## src/rtl/async_fifo_read_stream_adapter.sv

```systemverilog
// Read-side adapter for an asynchronous FIFO, in the RD_CLK domain.
// The FIFO returns data one cycle after RD_EN. A three-entry skid buffer
// absorbs those words so the block can sustain one word per cycle downstream.
// Reads are issued only against free buffer credit, which is computed from
// registered state and FIFO_EMPTY only. As a result, M_READY never reaches
// FIFO_RD_EN combinationally.
module async_fifo_read_stream_adapter #(
  parameter int DATA_WIDTH = 8
) (
  input  logic                  RD_CLK,
  input  logic                  RD_RSTN,
  input  logic                  FIFO_EMPTY,
  input  logic [DATA_WIDTH-1:0] FIFO_DATA,
  output logic                  FIFO_RD_EN,
  output logic [DATA_WIDTH-1:0] M_DATA,
  output logic                  M_VALID,
  input  logic                  M_READY,
  output logic [1:0]            LEVEL
);

  // Buffer slots 0..2; indices wrap from 2 back to 0.
  logic [DATA_WIDTH-1:0] buf_q [0:2];
  logic [1:0]            wr_idx_q, wr_idx_d;
  logic [1:0]            rd_idx_q, rd_idx_d;
  logic [1:0]            count_q, count_d;
  logic                  inflight_q, inflight_d;

  logic                  credit_s;
  logic                  rd_en_s;
  logic                  push_s;
  logic                  pop_s;

  // Advance a buffer index, wrapping after the last slot.
  function automatic logic [1:0] next_idx(input logic [1:0] idx);
    if (idx == 2'd2) begin
      return 2'd0;
    end else begin
      return idx + 2'd1;
    end
  endfunction

  // Next-state logic: read credit, push/pop bookkeeping and index updates.
  always_comb begin
    // A word already requested from the FIFO counts against the free slots.
    credit_s   = ({1'b0, count_q} + {2'b00, inflight_q}) < 3'd3;
    // Reset forces the read enable low even while the clock is stopped.
    rd_en_s    = RD_RSTN && !FIFO_EMPTY && credit_s;
    push_s     = inflight_q;
    pop_s      = (count_q != 2'd0) && M_READY;

    wr_idx_d   = wr_idx_q;
    rd_idx_d   = rd_idx_q;
    count_d    = count_q;
    inflight_d = rd_en_s;

    if (push_s) begin
      wr_idx_d = next_idx(wr_idx_q);
    end else begin
      wr_idx_d = wr_idx_q;
    end

    if (pop_s) begin
      rd_idx_d = next_idx(rd_idx_q);
    end else begin
      rd_idx_d = rd_idx_q;
    end

    case ({push_s, pop_s})
      2'b10:   count_d = count_q + 2'd1;
      2'b01:   count_d = count_q - 2'd1;
      default: count_d = count_q;
    endcase
  end

  // Control state register; reset discards buffered and in-flight words.
  always_ff @(posedge RD_CLK or negedge RD_RSTN) begin
    if (!RD_RSTN) begin
      wr_idx_q   <= 2'd0;
      rd_idx_q   <= 2'd0;
      count_q    <= 2'd0;
      inflight_q <= 1'b0;
    end else begin
      wr_idx_q   <= wr_idx_d;
      rd_idx_q   <= rd_idx_d;
      count_q    <= count_d;
      inflight_q <= inflight_d;
    end
  end

  // Data slots capture the word that arrives one cycle after a read.
  always_ff @(posedge RD_CLK) begin
    if (push_s) begin
      buf_q[wr_idx_q] <= FIFO_DATA;
    end
  end

  assign FIFO_RD_EN = rd_en_s;
  assign M_VALID    = (count_q != 2'd0);
  assign M_DATA     = buf_q[rd_idx_q];
  assign LEVEL      = count_q;

endmodule

```

## config.mk

```make
export PLATFORM = sky130hd
export DESIGN_NAME = async_fifo_read_stream_adapter
export DESIGN_NICKNAME = d
export VERILOG_FILES = /design/src/rtl/async_fifo_read_stream_adapter.sv
export SDC_FILE = /design/constraint.sdc
export NUM_CORES = 1
export LEC_CHECK = 0
export CAP_MARGIN = 5
export CORE_MARGIN = 4
export CORE_UTILIZATION = 50
export DETAILED_ROUTE_END_ITERATION = 6
export HOLD_SLACK_MARGIN = 0.15
export PLACE_DENSITY = 0.86
export SETUP_SLACK_MARGIN = 0.4
export SYNTH_ARGS = -nofsm -noshare
export SYNTH_HDL_FRONTEND = slang
export SYNTH_SLANG_ARGS = --single-unit
export TNS_END_PERCENT = 10
```

## constraint.sdc

```tcl
create_clock -name RD_CLK -period 4.1 [get_ports RD_CLK]
set_clock_uncertainty 0.15 [all_clocks]
set_input_delay 0.615 -clock RD_CLK [delete_from_list [all_inputs] [get_ports RD_CLK]]
set_output_delay 0.615 -clock RD_CLK [all_outputs]
set_load 0.05 [all_outputs]
```

Word-level counts from Yosys, hierarchy flattened
Memories as Yosys holds them, arrays and structs flattened.
Cells that the tools add are included.
{ "word_totals": {"register_bits": 7, "ram_bits": 24, "input_bits": 12, "out_inout_bits": 12, "n_memories": 1} }
{ "classes": {"addsub": 5, "n_lt_le_gt_ge": 1, "n_eq_ne": 4, "mux": 5, "reduce_logical": 6} }
{ "mem_list": {"columns": ["name", "depth", "width", "read_ports", "rd_ports_with_merged_regs", "write_ports", "line", "source"], "rows": [
  ["buf_q", 3, 8, 1, 0, 1, "22", "logic [DATA_WIDTH-1:0] buf_q [0:2];"]
]} }
{ "op_table": {"columns": ["operator", "count"], "rows": [
  ["$add A2 B1 Y2 const B", 3],
  ["$eq A2 B2 Y1 const B", 3],
  ["$mux W2", 2],
  ["$pmux W2 S2", 1],
  ["$reduce_bool A2 Y1", 2],
  ["$add A2 B1 Y3", 1],
  ["$logic_and A1 B1 Y1", 3],
  ["$lt A3 B2 Y1 const B", 1],
  ["$eq A2 B1 Y1 const B", 1],
  ["$mux W1", 2],
  ["$sub A2 B1 Y2 const B", 1],
  ["$logic_not A1 Y1", 1]
]} }

Logic depth before layout (Yosys ltp)
Gate-level depths: netlist of the first run.
{ "logic_depth": {"word_depth": 4, "mapped_depth": 6} }

Least setup slack after synthesis of the first run
No wires, ideal clock.
{ "synth_timing": {"path_type": "reg2out", "from": "register count_q[0], in the netlist LEVEL[0]", "to": "output FIFO_RD_EN", "arrival_time_ns": 3.742, "setup_slack_ns": -0.407, "stages_incl_launch_ff": 4, "path_buffers": 0, "path_cell_list": "dfrtp_1 ha_1 ha_1 a2111oi_0"} }
{ "synth_via": {"elab_chain_cells": 3} }
{ "synth_lines": {"columns": ["element", "line", "source"], "rows": [
  ["start, declared", "25", "logic [1:0] count_q, count_d;"],
  ["start signal, assigned", "85", "count_q <= count_d;"],
  ["$add A2 B1 Y3", "45", "credit_s = ({1'b0, count_q} + {2'b00, inflight_q}) < 3'd3;"],
  ["$lt A3 B2 Y1", "45", null],
  ["$logic_and A1 B1 Y1", "47", "rd_en_s = RD_RSTN && !FIFO_EMPTY && credit_s;"],
  ["end, declared", "14", "output logic FIFO_RD_EN,"]
]} }
No other way between the ends.

Worst setup path in the final report of the first run
Ends and elaborated chain as after synthesis.

==> results.sh, run 1 <==
export IMPL_status="finished clean"
export IMPL_peakVddDrop_mv=0.6634
export IMPL_grt_setup_unrepaired="no"
export IMPL_cts_resized=0
export IMPL_setup_tns_ns=0
export IMPL_synth_edf_count=24
export IMPL_hold_violations=0
export IMPL_reg2regPathDepth=3
export IMPL_route_met3_wl_um=104
export IMPL_vias_per_cell=5.114
export IMPL_num_vias=716
export IMPL_drive_gt1_share_pct=11.61
export IMPL_dp_final_hpwl_um=1345
export IMPL_drc=0
export IMPL_p_leak_nw=0.6077
export IMPL_synth_top_area_share_pct=58.66
export IMPL_reg2reg_from="inflight_q"
export IMPL_grt_pass1_wl_um=3270
export IMPL_min_from="wr_idx_q[1]"
export IMPL_synth_top_cells_by_count="24 x edfxtp_1, 10 x nand2_1, 8 x mux2i_1, 8 x o21ai_1, 7 x dfrtp_1"
export IMPL_core_mm2=0.002276
export IMPL_gp_congestion=0.7127
export IMPL_dieArea_mm2=0.003314
export IMPL_slew_violations=0
export IMPL_fin_crit_sh_pct=81.42
export IMPL_rows=17
export IMPL_max_freq_mhz=299.6
export IMPL_synth_top_family_by_area="compound AO/OA/AOI/OAI gates"
export IMPL_ant_nets=0
export IMPL_worst_path_max_delay_cell="clkdlybuf4s50_1"
export IMPL_cts_root_buf="clkbuf_4"
export IMPL_yosysWarningCount=0
export IMPL_r2r_slack_ns=2.36
export IMPL_synthMuxAreaShare_pct=6.517
export IMPL_synth_compound_area_share_pct=6.925
export IMPL_synth_nets=97
export IMPL_dr_pass1_iters=4
export IMPL_area_growth_pct=28.92
export IMPL_worstSetupStartpointType="register"
export IMPL_synth_cell_type_count=20
export IMPL_cp_max_fo=6
export IMPL_ys_flop_type="edfxtp_1"
export IMPL_slew_headroom_pct=44.80
export IMPL_grt_ovfl_total=0
export IMPL_yosysMostFrequentCell="edfxtp_1"
export IMPL_endpoint_kind="output port"
export IMPL_tightest_slew_ns=0.8249
export IMPL_cp_arrival_ns=2.57
export IMPL_ys_top_cells_by_area="edfxtp_1 59%, dfrtp_1 14%, mux2i_1 6.5%, o21ai_1 3.3%, ha_1 3.1%"
export IMPL_n_antenna_cell=0
export IMPL_ys_seq_elements=31
export IMPL_slowest_delay_ns=0.87
export IMPL_r2r_end="buf_q[0][7]"
export IMPL_crit_buf_inv=1
export IMPL_synthArstFlopShare_pct=22.58
export IMPL_wl_per_cell_um=14.01
export IMPL_whs_ns=0.4001
export IMPL_wl_met1_um=768
export IMPL_grt_max_degree=20
export IMPL_ctsHoldBuffers=0
export IMPL_synth_top_area_cell="edfxtp_1"
export IMPL_avgSynthCellArea_um2=14.98
export IMPL_synth_area_mm2=0.001229
export IMPL_min_path_cells=1
export IMPL_dr_max_layer_used="met4"
export IMPL_htreeDepth=2
export IMPL_grt_pass1_vias=745
export IMPL_powerDensity_mw_per_mm2=815.3
export IMPL_placed_cell_area_mm2=0.001498
export IMPL_io_pins=24
export IMPL_ys_seq_area_share_pct=72.91
export IMPL_die_h_um=57.57
export IMPL_drt_iter0_drc=6
export IMPL_fin_crit_ns=3.338
export IMPL_hold_end="wr_idx_q[1]"
export IMPL_postSynthCellCount=82
export IMPL_drt_total_wl_um=1961
export IMPL_insertion_delay_ns=0.32
export IMPL_clk_pin_slew_ns=0.09
export IMPL_place_port_buffers=23
export IMPL_fin_nets=126
export IMPL_place_inst=132
export IMPL_antenna_found_initial=0
export IMPL_cp_required_ns=3.34
export IMPL_crit_family="buffers and inverters"
export IMPL_synth_simple_area_share_pct=6.110
export IMPL_start_util_pct=53.99
export IMPL_path_cells="ha_1 -> ha_1 -> a2111oi_2 -> clkdlybuf4s50_1"
export IMPL_min_path_type="reg -> reg"
export IMPL_grt_total_usage_pct=14.05
export IMPL_clock_sinks=31
export IMPL_met2_length_um=1023
export IMPL_cts_setup_buffers=0
export IMPL_clock_path_buffers=2
export IMPL_chipWidth_um=57.57
export IMPL_final_area_mm2=0.001584
export IMPL_cpMostUsedCell="ha_1"
export IMPL_synth_xor_area_share_pct=2.138
export IMPL_crit_type="reg -> out"
export IMPL_synthAdderAreaFrac_pct=3.055
export IMPL_cts_tree="built"
export IMPL_maxCapViolCount=0
export IMPL_cts_buffers=5
export IMPL_setup_viol=0
export IMPL_final_cells=140
-- metrics by stage --
stage               setup WS, ns  util [%]  total power [W]
floorplan                 0.9784         -        0.0008846
global placement          0.8442     65.81         0.001047
detailed placement        0.7735     65.81         0.001066
CTS                       0.7214     69.60         0.001308
global route              0.5648     69.60         0.001367
finish                    0.7620     69.60         0.001291
-- registers in the layout (all words and copies together), names as in the netlist --
register and flops:
LEVEL 2, buf_q 24, inflight_q 1, rd_idx_q 2, wr_idx_q 2
-- where the power goes --
| part | switching (W) | internal, W | total, W |
|---|---|---|---|
| Clock | 0.0000954 | 0.000144 | 0.000239 |
| Combinational | 0.000353 | 0.000215 | 0.000569 |
| Sequential | 0.0000828 | 0.000401 | 0.000483 |
-- metal layers --
layer,vias up,global-route usage [%]
li1,356,-
met1,333,14.86
met2,20,23.39
met3,7,3.620
met4,0,11.26
met5,-,0
-- logic make-up (layout without fill, tap and decap cells) --
group	Yosys count	after routing
compound gates	14	14
xor+xnor	3	3
fa+ha+maj	3	3
buf+inv	6	36
flops	31	31
mux	8	8
simple gates	17	17
-- cell usage in the layout, fill, tap and decap left out, drive strengths merged --
master         synthesis  routed
or2                    1       1
nand2                 10      10
nor2                   2       2
xor2                   1       1
ha                     3       3
xnor2                  2       2
bufinv                 0       1
a2111oi                1       1
nor3                   2       2
clkbuf                 0       6
mux2i                  8       8
a21o                   3       3
clkinv                 0       1
dfrtp                  7       7
buf                    3       2
nor3b                  1       1
edfxtp                24      24
inv                    3       3
o21ai                 10      10
nand2b                 1       1
clkdlybuf4s50          0      23
-- how the worst max path moves through the flow --
stage	from	cells past startpoint	end	slack [ns]
floorplan	LEVEL[0]	3	FIFO_RD_EN	0.98
global placement	RD_RSTN	4	FIFO_RD_EN	0.84
detailed placement	RD_RSTN	4	FIFO_RD_EN	0.77
CTS	LEVEL[0]	4	FIFO_RD_EN	0.72
global route	LEVEL[0]	4	FIFO_RD_EN	0.56
finish	LEVEL[0]	4	FIFO_RD_EN	0.76
-- layout make-up --
class                      instances  area [um2]
inverter                           3       11.26
fill                             162       691.9
clock inverter                     2       35.03
sequential                        31       895.9
multi-input combinational         45       310.3
clock buffer                       6       51.30
timing repair buffer              25       245.2
tap                               28       35.03
(Power assumes the default switching activity.)
==> inputs of run 2 (changes only) <==
- CORE_UTILIZATION: 50 -> 49
- PLACE_DENSITY: 0.86 -> 0.84
- clock period: 4.1 -> 3.2 ns (I/O delays scaled with it)
==> results.sh, run 2 (same netlist as run 1, synthesis figures left out) <==
export IMPL_status="finished clean"
export IMPL_maxCapViolCount=0
export IMPL_fin_crit_ns=2.606
export IMPL_place_inst=132
export IMPL_cp_arrival_ns=1.98
export IMPL_vias_per_cell=5.257
export IMPL_setup_viol=0
export IMPL_worst_path_max_delay_cell="clkdlybuf4s50_1"
export IMPL_fin_nets=126
export IMPL_layout_common_cells="24 x edfxtp_1, 22 x clkdlybuf4s50_1, 10 x nand2_1, 8 x mux2i_1, 8 x o21ai_1"
export IMPL_cts_tree="built"
export IMPL_fin_util_pct=69.50
export IMPL_whs_ns=0.2523
export IMPL_rows=17
export IMPL_die_h_um=58.08
export IMPL_max_freq_mhz=383.7
export IMPL_grt_total_usage_pct=14.99
export IMPL_grt_setup_unrepaired="no"
export IMPL_crit_buf_inv=1
export IMPL_dr_pass1_iters=4
export IMPL_cp_max_fo=11
export IMPL_drc=0
export IMPL_slew_violations=0
export IMPL_worstSetupStartpointType="register"
export IMPL_setup_tns_ns=0
export IMPL_cts_root_buf="clkbuf_4"
export IMPL_drt_iter0_drc=18
export IMPL_grt_pass1_wl_um=3560
export IMPL_insertion_delay_ns=0.33
export IMPL_final_cells=140
export IMPL_regArea_um2=898.4
export IMPL_n_antenna_cell=0
export IMPL_cts_setup_buffers=0
export IMPL_place_port_buffers=23
export IMPL_largest_reg_flops=24
export IMPL_ant_nets=0
export IMPL_clk_pin_slew_ns=0.09
export IMPL_layout_commonest_cell="edfxtp_1"
export IMPL_area_growth_pct=29.94
export IMPL_clock_path_buffers=2
export IMPL_num_vias=736
export IMPL_grt_max_degree=20
export IMPL_cts_buffers=5
export IMPL_drive_gt1_share_pct=14.29
export IMPL_multi_input_area_um2=322.8
export IMPL_slowest_delay_ns=0.82
export IMPL_cp_required_ns=2.57
export IMPL_crit_family="buffers and inverters"
export IMPL_powerDensity_mw_per_mm2=1056
export IMPL_path_cells="mux2i_1 -> o21ai_1 -> clkdlybuf4s50_1"
export IMPL_io_pins=24
export IMPL_peakVddDrop_mv=0.6435
export IMPL_slew_headroom_pct=48.55
export IMPL_p_leak_nw=0.6081
export IMPL_core_mm2=0.002297
export IMPL_wl_per_cell_um=15.27
export IMPL_grt_pass1_vias=808
export IMPL_drt_total_wl_um=2138
export IMPL_hold_violations=0
export IMPL_endpoint_kind="output port"
export IMPL_fin_crit_sh_pct=81.44
export IMPL_min_path_type="in -> async"
export IMPL_chipWidth_um=58.08
export IMPL_ctsHoldBuffers=0
export IMPL_grt_ovfl_total=0
export IMPL_crit_type="reg -> out"
export IMPL_dieArea_mm2=0.003373
export IMPL_tightest_slew_ns=0.7689
export IMPL_fillers=175
export IMPL_antenna_found_initial=0
export IMPL_htreeDepth=2
export IMPL_clock_sinks=31
export IMPL_start_util_pct=53.49
export IMPL_dp_final_hpwl_um=1560
export IMPL_regMostFlops="buf_q"
export IMPL_gp_congestion=0.6653
run 2: changes by cell type in the layout (fill, tap and decap cells not counted), sizes merged:
cell	before	now
clkdlybuf4s50	23	22
buf	2	3
run 2: area by class of cell:
type | instances | area share [%]
Timing Repair Buffer | 25 | 15.20
Tap cell | 28 | 2.194
Clock buffer | 6 | 3.213
Clock inverter | 2 | 2.194
Multi-Input combinational cell | 45 | 20.22
Sequential cell | 31 | 56.27
Inverter | 3 | 0.7053
run 2: where the power goes:
group          internal [W]  switching (W)
Combinational      0.000282       0.000467
Clock              0.000185       0.000130
Sequential         0.000516       0.000106
run 2: final timing paths:
check / from / to / slack, ns / depth (start not counted)
max: rd_idx_q[0] / M_DATA[7] / 0.59 / 3
min in group RD_CLK: wr_idx_q[1] / wr_idx_q[1] / 0.40 / 1
max in group asynchronous: RD_RSTN / rd_idx_q[1] / 2.38 / 1
max reg2reg: inflight_q / buf_q[2][2] / 1.41 / 3
min: RD_RSTN / inflight_q / 0.25 / 1
min reg2reg: wr_idx_q[1] / wr_idx_q[1] / 0.40 / 1
run 2: per-layer routing:
layer | wire, um | track usage, %
met5 | 0 | 0
met1 | 776 | 16.28
met2 | 1199 | 25.81
met4 | 50 | 7.947
met3 | 111 | 4.900
run 2: timing repair:
action | 4_1_cts | 5_1_grt
resized for setup | 1 | 1
setup endpoints to repair | 1 | 7
pin swaps | 0 | 0
run 2: per-stage QoR:
stage,total power [W],area (um2),setup WS [ns]
2_1_floorplan,0.001148,1247,0.5810
3_3_place_gp,0.001360,1508,0.7824
3_5_place_dp,0.001387,1508,0.7702
4_1_cts,0.001702,1595,0.4812
5_1_grt,0.001775,1597,0.4493
6_report,0.001686,1597,0.5940
